==> src/rtl/rc_add_seq_pkg.sv <==
// Shared definitions for the rc_add_seq multi-cycle adder: state encoding and
// index-width helper.
package rc_add_seq_pkg;

  localparam logic [1:0] ST_IDLE = 2'd0;
  localparam logic [1:0] ST_RUN  = 2'd1;
  localparam logic [1:0] ST_DONE = 2'd2;

  typedef enum logic [1:0] {
    S_IDLE = ST_IDLE,
    S_RUN  = ST_RUN,
    S_DONE = ST_DONE
  } state_e;

  // A single-slice sequencer still needs a 1-bit index register.
  function automatic int idx_width(input int words);
    return (words <= 2) ? 1 : $clog2(words);
  endfunction

endpackage

==> src/rtl/rc_16b.sv <==
// 16-bit ripple-carry adder slice, the shared datapath reused by rc_add_seq.
module rc_16b (
  input  logic [15:0] a_i,
  input  logic [15:0] b_i,
  input  logic        c_i,
  output logic [15:0] s_o,
  output logic        c_o
);

  logic [16:0] carry;

  always_comb begin
    carry    = '0;
    s_o      = '0;
    carry[0] = c_i;
    for (int i = 0; i < 16; i++) begin
      s_o[i]       = a_i[i] ^ b_i[i] ^ carry[i];
      carry[i + 1] = (a_i[i] & b_i[i]) | (carry[i] & (a_i[i] ^ b_i[i]));
    end
  end

  assign c_o = carry[16];

endmodule

==> src/rtl/rc_add_seq.sv <==
// Multi-cycle WIDTH*WORDS-bit adder built from one WIDTH-bit ripple slice, LSB slice first.
// Optional subtract mode (sub port) when RC_ADD_SEQ_SUB_EN is defined.
//
// state  | meaning
// IDLE   | waiting for a request, in_ready high
// RUN    | one slice per clock, carry registered between slices
// DONE   | result held on sum/cout/ovf until out_ready
module rc_add_seq
  import rc_add_seq_pkg::*;
#(
  parameter int WIDTH = 16,
  parameter int WORDS = 4
) (
  input  logic                   clk,
  input  logic                   rst,
  input  logic                   in_valid,
  output logic                   in_ready,
  input  logic [WIDTH*WORDS-1:0] op_a,
  input  logic [WIDTH*WORDS-1:0] op_b,
  input  logic                   cin,
`ifdef RC_ADD_SEQ_SUB_EN
  input  logic                   sub,
`endif
  output logic                   out_valid,
  input  logic                   out_ready,
  output logic [WIDTH*WORDS-1:0] sum,
  output logic                   cout,
  output logic                   ovf,
  output logic                   busy
);

  localparam int N  = WIDTH * WORDS;
  localparam int IW = idx_width(WORDS);
  localparam logic [IW-1:0] IDX_LAST = IW'(WORDS - 1);

  state_e        state_q, state_d;
  logic [IW-1:0] idx_q, idx_d;
  logic          carry_q, carry_d;
  logic [N-1:0]  a_q, a_d;
  logic [N-1:0]  b_q, b_d;
  logic [N-1:0]  sum_q, sum_d;

  logic             sub_w;
  logic [N-1:0]     b_in;
  logic             c_in;
  logic [WIDTH-1:0] sl_a, sl_b, sl_s;
  logic             sl_c;

`ifdef RC_ADD_SEQ_SUB_EN
  assign sub_w = sub;
`else
  assign sub_w = 1'b0;
`endif

  // Subtraction is A + ~B + 1; the stored B is already inverted so ovf sees the effective operand.
  assign b_in = sub_w ? ~op_b : op_b;
  assign c_in = sub_w ? 1'b1 : cin;

  assign sl_a = a_q[idx_q*WIDTH +: WIDTH];
  assign sl_b = b_q[idx_q*WIDTH +: WIDTH];

  generate
    if (WIDTH == 16) begin : g_rc16
      rc_16b u_slice (
        .a_i (sl_a),
        .b_i (sl_b),
        .c_i (carry_q),
        .s_o (sl_s),
        .c_o (sl_c)
      );
    end else begin : g_generic
      assign {sl_c, sl_s} = {1'b0, sl_a} + {1'b0, sl_b} + {{WIDTH{1'b0}}, carry_q};
    end
  endgenerate

  always_ff @(posedge clk or posedge rst) begin
    if (rst) begin
      state_q <= S_IDLE;
      idx_q   <= '0;
      carry_q <= 1'b0;
      a_q     <= '0;
      b_q     <= '0;
      sum_q   <= '0;
    end else begin
      state_q <= state_d;
      idx_q   <= idx_d;
      carry_q <= carry_d;
      a_q     <= a_d;
      b_q     <= b_d;
      sum_q   <= sum_d;
    end
  end

  always_comb begin
    state_d   = state_q;
    idx_d     = idx_q;
    carry_d   = carry_q;
    a_d       = a_q;
    b_d       = b_q;
    sum_d     = sum_q;
    in_ready  = 1'b0;
    out_valid = 1'b0;
    busy      = 1'b0;
    case (state_q)
      S_IDLE: begin
        in_ready = 1'b1;
        if (in_valid) begin
          a_d     = op_a;
          b_d     = b_in;
          carry_d = c_in;
          idx_d   = '0;
          state_d = S_RUN;
        end
      end
      S_RUN: begin
        busy                        = 1'b1;
        sum_d[idx_q*WIDTH +: WIDTH] = sl_s;
        carry_d                     = sl_c;
        if (idx_q == IDX_LAST) begin
          idx_d   = '0;
          state_d = S_DONE;
        end else begin
          idx_d = idx_q + IW'(1);
        end
      end
      S_DONE: begin
        out_valid = 1'b1;
        if (out_ready) state_d = S_IDLE;
      end
      default: state_d = S_IDLE;
    endcase
  end

  assign sum  = sum_q;
  assign cout = carry_q;
  assign ovf  = (a_q[N-1] == b_q[N-1]) && (sum_q[N-1] != a_q[N-1]);

endmodule

==> config.mk <==
export PLATFORM = sky130hd
export DESIGN_NAME = rc_add_seq
export DESIGN_NICKNAME = d
export VERILOG_FILES = /design/src/rtl/rc_add_seq_pkg.sv /design/src/rtl/rc_16b.sv /design/src/rtl/rc_add_seq.sv
export SDC_FILE = /design/constraint.sdc
export NUM_CORES = 1
export LEC_CHECK = 0
export CORE_MARGIN = 2
export CORE_UTILIZATION = 54
export CTS_CLUSTER_SIZE = 10
export DETAILED_ROUTE_END_ITERATION = 10
export GPL_TIMING_DRIVEN = 0
export PLACE_DENSITY = 0.85
export SLEW_MARGIN = 25
export SYNTH_ARGS = -nofsm -noshare
export SYNTH_HDL_FRONTEND = slang
export SYNTH_HIERARCHICAL = 1
export SYNTH_SLANG_ARGS = --single-unit
==> constraint.sdc <==
create_clock -name clk -period 21.1 [get_ports clk]
set_input_delay 4.22 -clock clk [delete_from_list [all_inputs] [get_ports clk]]
set_output_delay 4.22 -clock clk [all_outputs]
set_load 0.05 [all_outputs]
==> results of run 1 <==
==> worst max-delay path by stage <==
| stage | endpoint | cells past startpoint |
|---|---|---|
| 6_report | sum[47] | 25 |
| 2_1_floorplan | a_q[0] | 1 |
| 3_5_place_dp | sum[47] | 25 |
| 4_1_cts | sum[47] | 25 |
| 5_1_grt | sum[47] | 25 |
| 3_3_place_gp | b_q[34] | 2 |
==> metrics by stage <==
stage          instances  total power, mW  utilization  hold slack [ns]
6_report            1036             2.28        0.734            0.483
5_1_grt             1036             2.39        0.734            0.507
4_1_cts             1036             2.27        0.734            0.487
3_5_place_dp        1004             1.93        0.695            0.471
3_3_place_gp        1003             1.88        0.693            0.462
2_1_floorplan        586             1.50            -            0.452
==> power by group through the flow <==
stage / registers [mW] / clock network [mW] / logic, mW
4_1_cts: 0.670 / 0.338 / 1.26
3_5_place_dp: 0.676 / 0 / 1.25
3_3_place_gp: 0.661 / 0 / 1.22
5_1_grt: 0.693 / 0.352 / 1.35
2_1_floorplan: 0.827 / 0 / 0.675
6_report: 0.670 / 0.335 / 1.27
==> flip-flops by register name (all words and copies together) (netlist names) <==
name / count
a_q: 64
cout: 1
sum: 64
b_q: 64
idx_q: 2
state_q: 2
==> cell type report <==
type / count / area (um^2) / share of cell area
clock buffers: 23 / 498 / 0.0429
well taps: 216 / 270 / 0.0233
inverters: 15 / 63.8 / 0.00549
repair buffers: 202 / 2040 / 0.176
plain buffers: 35 / 208 / 0.0179
multi-input cells: 339 / 3490 / 0.301
clock inverters: 9 / 119 / 0.0102
flip-flops and latches: 197 / 4930 / 0.424
==> per-layer routing <==
| metal | vias to the layer above | part of all wire | track usage | wire length (um) |
|---|---|---|---|---|
| li1 | 2532 | - | - | - |
| met1 | 3018 | 0.41 | 0.357 | 9120 |
| met4 | 2 | 0.022 | 0.0945 | 492 |
| met2 | 242 | 0.50 | 0.464 | 11200 |
| met3 | 39 | 0.065 | 0.0611 | 1440 |
| met5 | - | 0.00045 | 0 | 10 |
==> tightest hold or removal path: stages, from the launching register on <==
cell and delay [ns]:
dfrtp_1 0.35, nand2_1 0.05, o21ai_0 0.06
==> kinds of logic (layout without fill, tap and decap cells) <==
logic type / after synthesis / count (layout) / share of synthesized area
buf+inv: 50 / 284 / 0.0304
compound gates: 72 / 72 / 0.0583
fa+ha+maj: 22 / 22 / 0.0455
simple gates: 85 / 85 / 0.0493
mux: 160 / 160 / 0.249
flops: 197 / 197 / 0.568
==> layout by cell type (no fill, tap or decap), drive strengths merged, types with 2 or more instances in the layout <==
cell / netlist / final
nor4: 2 / 2
dfrtp: 197 / 197
clkinvlp: 0 / 2
mux4: 32 / 32
bufinv: 0 / 2
nor2: 3 / 3
nand2: 71 / 71
fa: 16 / 16
mux2: 128 / 128
ha: 6 / 6
o31ai: 2 / 2
a22o: 33 / 33
inv: 15 / 15
o21ai: 34 / 34
nand3b: 2 / 2
buf: 26 / 27
clkdlybuf4s50: 0 / 201
clkinv: 0 / 5
clkbuf: 9 / 32
==> flow_summary.toml, run 1 <==
[status]
status = "complete, no violations"

[setup_path]
path_common_cell = "fa_1"
rrSetupSlack_ns = 12.35
cpMaxStageDelayCell = "clkbuf_1"
r2r-end = "sum[47]"
crit_arrival_ns = 9.09
path_class = "register to register"
crit_path_start_kind = "register"
r2r_cells = 25
cp.required_ns = 21.44
r2r_start = "idx_q[1]"
crit_fanout = 10
crit_family = "adder cells"
startpoint = "idx_q[1]"
end_kind = "register"
path_buf_inv = 6
slowest_delay_ns = 0.68

[yosys]
ys_seq_elements = 197
synth-async-reset-ratio = 1.00
yosysWarnings = 6
synth_area_leaders = "dfrtp_1, mux2_2, mux4_2"
yosysUniqueCellTypes = 33
synth_edf_count = 0
synth_top_area_share = 0.568
yosysMostFrequentCell = "dfrtp_1"
synthCells = 586
synth_common_cells = "dfrtp_1, mux2_2, nand2_1, mux4_2, o21ai_0"
synth_top_cell_by_area = "dfrtp_1"
synth_area_um2 = 8690
syn-num-nets = 741
yosysSeqAreaShare = 0.568
synth.avg_cell_area_um2 = 14.8
ys.flop_type = "dfrtp_1"

[floorplanning]
ioPinCount = 202
fp.dieArea_um2 = 17100
placementRows = 46
coreArea_um2 = 15800
initial_core_util = 0.549
fp.dieW_um = 131
die_height_um = 131

[timing]
layout_worst_path_cycle_share = 0.415
relSlewSlack = 0.440
setup-tns-final_ns = 0
fin_crit_ns = 8.75
slew_viol_final = 0
final_hold_viol_count = 0
fmax_mhz = 114
timing.final.ws_setup_ns = 12.35
rsz0062_at_grt = "false"
worst_pin_slew_ns = 0.840
skew_ns = 0.00776
setup_violations = 0

[power]
intPower_mw = 1.29
p_sw_mw = 0.987
clkPwrFrac = 0.147
ir_drop_mv = 0.100
p_per_area_nw_per_um2 = 196
switching_share = 0.433
p_comb_frac = 0.559
p_leak_nw = 4.84
pwr-share-seq = 0.294

[cells_and_area]
post_route_cells_drive_above_1_share = 0.280
nFillCells = 1010
postLayoutCellArea_um2 = 11600
synthToLayoutAreaGrowth_pct = 33.8
n_antenna_cell = 0
nets = 962

[hold_path]
holdPathStages = 2
min_path_type = "register to register"
min_from = "sum[19]"
min_to = "sum[19]"

[global_routing]
grt_antenna_before_repair = 1
grt_overflow = 0
grt_pass1_wl_um = 34400
grt_pass1_vias = 6303
grtUsageTotal = 0.275
grt_start_max_net_pins = 105

[placed_design]
io_buffers = 201
hpwl_um = 16500
place_congestion = 0.827
pre_cts_slack_ns = 12.40
placed_cell_area_um2 = 11000

[clocking]
clkSinkCount = 197
postCtsHoldBufs = 0
cts_tree = "built"
cts_setup_buffers = 0
clockRootBuffer = "clkbuf_16"
cts.clk_slew.worst_paths_ns = 0.07
cts_buffer_depth = 2
clk_latency_ns = 0.43
cts_resized = 0
cts_buffers = 17
htree_levels = 4

[routing]
wl_um = 22300
wl_per_cell_um = 21.5
drt-initial-drc-count = 407
vias_per_cell = 5.63
dr.pass1.iters = 5
num_vias = 5833
postRouteAntennaNets = 0
drc_errors = 0

[run]
max_cap_violations = 0
(Power assumes the default switching activity.)
==> run 2: changes to the inputs <==
--- a/config.mk
+++ b/config.mk
@@ -6,11 +6,11 @@
 export NUM_CORES = 1
 export LEC_CHECK = 0
 export CORE_MARGIN = 2
-export CORE_UTILIZATION = 54
+export CORE_UTILIZATION = 45
 export CTS_CLUSTER_SIZE = 10
 export DETAILED_ROUTE_END_ITERATION = 10
 export GPL_TIMING_DRIVEN = 0
-export PLACE_DENSITY = 0.85
+export PLACE_DENSITY = 0.76
 export SLEW_MARGIN = 25
 export SYNTH_ARGS = -nofsm -noshare
 export SYNTH_HDL_FRONTEND = slang
==> constraint.sdc (replaced) <==
create_clock -name clk -period 7.4 [get_ports clk]
set_input_delay 1.48 -clock clk [delete_from_list [all_inputs] [get_ports clk]]
set_output_delay 1.48 -clock clk [all_outputs]
set_load 0.05 [all_outputs]
==> flow_summary.toml, run 2 (synthesis gave the netlist of run 1 again) <==
[status]
status = "complete, no violations"

[clocking]
cts.clk_slew.worst_paths_ns = 0.07
cts_tree = "built"
cts_buffer_depth = 2
clkSinkCount = 197
clk_latency_ns = 0.43
htree_levels = 4
cts_buffers = 17
clockRootBuffer = "clkbuf_16"

[routing]
vias_per_cell = 5.33
drt-initial-drc-count = 237
num_vias = 5786
postRouteAntennaNets = 0
wl_per_cell_um = 20.9
drc_errors = 0
wl_um = 22600
dr.pass1.iters = 5

[setup_path]
r2r-end = "sum[47]"
crit_path_start_kind = "register"
rrSetupSlack_ns = 0.15
crit_arrival_ns = 7.61
crit_fanout = 4
r2r_cells = 25
path_class = "register to register"
slowest_delay_ns = 0.44
cp.required_ns = 7.76
cpMaxStageDelayCell = "dfrtp_2"
path_buf_inv = 6
path_common_cell = "fa_2"
r2r_start = "idx_q[0]"
crit_family = "adder cells"
end_kind = "register"

[cells_and_area]
n_antenna_cell = 0
final_common_cell = "clkdlybuf4s50_1"
synthToLayoutAreaGrowth_pct = 36.1
post_route_cells_drive_above_1_share = 0.309
regArea_um2 = 4930
stdcell_count = 1085
nFillCells = 1392
nets = 967
multiInputGateArea_um2 = 3530
layout_common_cells = "clkdlybuf4s50_1, dfrtp_1, mux2_2, nand2_1, mux4_2"

[power]
p_sw_mw = 2.84
p_leak_nw = 4.88
pwr-share-seq = 0.288
p_comb_frac = 0.568
clkPwrFrac = 0.144
switching_share = 0.426
total_power_mw = 6.66
intPower_mw = 3.82
p_per_area_nw_per_um2 = 563
ir_drop_mv = 0.279

[hold_path]
holdPathStages = 2
min_path_type = "register to register"
min_to = "sum[35]"
min_from = "sum[35]"

[floorplanning]
initial_core_util = 0.461
placementRows = 50
fp.dieW_um = 143
coreArea_um2 = 18800
ioPinCount = 202
fp.dieArea_um2 = 20400
die_height_um = 143

[timing]
slew_viol_final = 0
skew_ns = 0.0104
fmax_mhz = 138
layout_worst_path_cycle_share = 0.980
hold-worst-slack_ns = 0.484
setup-tns-final_ns = 0
rsz0062_at_grt = "true"
setup_violations = 0
fin_crit_ns = 7.25
relSlewSlack = 0.638
worst_pin_slew_ns = 0.541
final_hold_viol_count = 0

[global_routing]
grtUsageTotal = 0.231
grt_antenna_before_repair = 1
grt_start_max_net_pins = 84
grt_pass1_wl_um = 35000
grt_pass1_vias = 6144
grt_overflow = 0

[run]
max_cap_violations = 0

[placed_design]
place_congestion = 0.800
hpwl_um = 17100
dp.cells = 1049
io_buffers = 201
## run 2: cell types whose count changed in the layout (fill, tap and decap cells not counted), sizes merged
| cell | previous run | this run |
|---|---|---|
| clkinvlp | 2 | 1 |
| bufinv | 2 | 3 |
| buf | 27 | 33 |
| clkbuf | 32 | 28 |
| clkinv | 5 | 3 |
| inv | 15 | 20 |
## run 2: metrics by stage
stage	util	area, um^2	setup slack, ns
floorplan	-	8730	0.0100
global placement	0.588	11100	-1.56
detailed placement	0.591	11100	-0.664
CTS	0.628	11800	0.0195
global route	0.628	11800	-0.0335
finish	0.628	11800	0.150
## run 2: worst min-delay path, delay by kind of cell (launching register included)
family | cells | cell delay, ns
AOI/OAI and AO/OA | 1 | 0.06
DFF | 1 | 0.35
and+or+nand+nor | 1 | 0.04
## run 2: timing repair
item / CTS / global route
hold buffers: 0 / 0
pin swaps: 2 / 2
buffers inserted: 5 / 0
endpoints found under the setup margin: 10 / 5
resized for setup: 18 / 3
## run 2: worst max-delay path by stage
stage,from,end,slack [ns],cells past startpoint
CTS,idx_q[0],sum[47],0.02,25
global route,idx_q[0],sum[47],-0.03,25
detailed placement,idx_q[1],sum[47],-0.66,25
finish,idx_q[0],sum[47],0.15,25
floorplan,idx_q[0],sum[47],0.01,25
global placement,rst,b_q[50],-1.56,2
## run 2: cell type report
| class | instances | area share |
|---|---|---|
| sequential | 197 | 0.417 |
| clock buffer | 20 | 0.0378 |
| inverter | 15 | 0.00540 |
| tap | 260 | 0.0275 |
| timing repair buffer | 208 | 0.178 |
| clock inverter | 12 | 0.0139 |
| multi-input combinational | 339 | 0.298 |
| buffer | 34 | 0.0219 |
## run 2: layer usage
metal	vias up	GRT usage	part of all wire
li1	2549	-	-
met1	2998	0.307	0.42
met2	216	0.383	0.49
met3	23	0.0614	0.073
met4	0	0.0584	0.013
met5	-	0	0
## run 2: power groups by stage
stage / Combinational, mW / Clock, mW / Sequential [mW]
floorplan: 1.98 / 0 / 2.36
global placement: 3.61 / 0 / 1.89
finish: 3.78 / 0.961 / 1.92
global route: 4.01 / 1.02 / 1.98
CTS: 3.78 / 0.972 / 1.92
detailed placement: 3.67 / 0 / 1.93
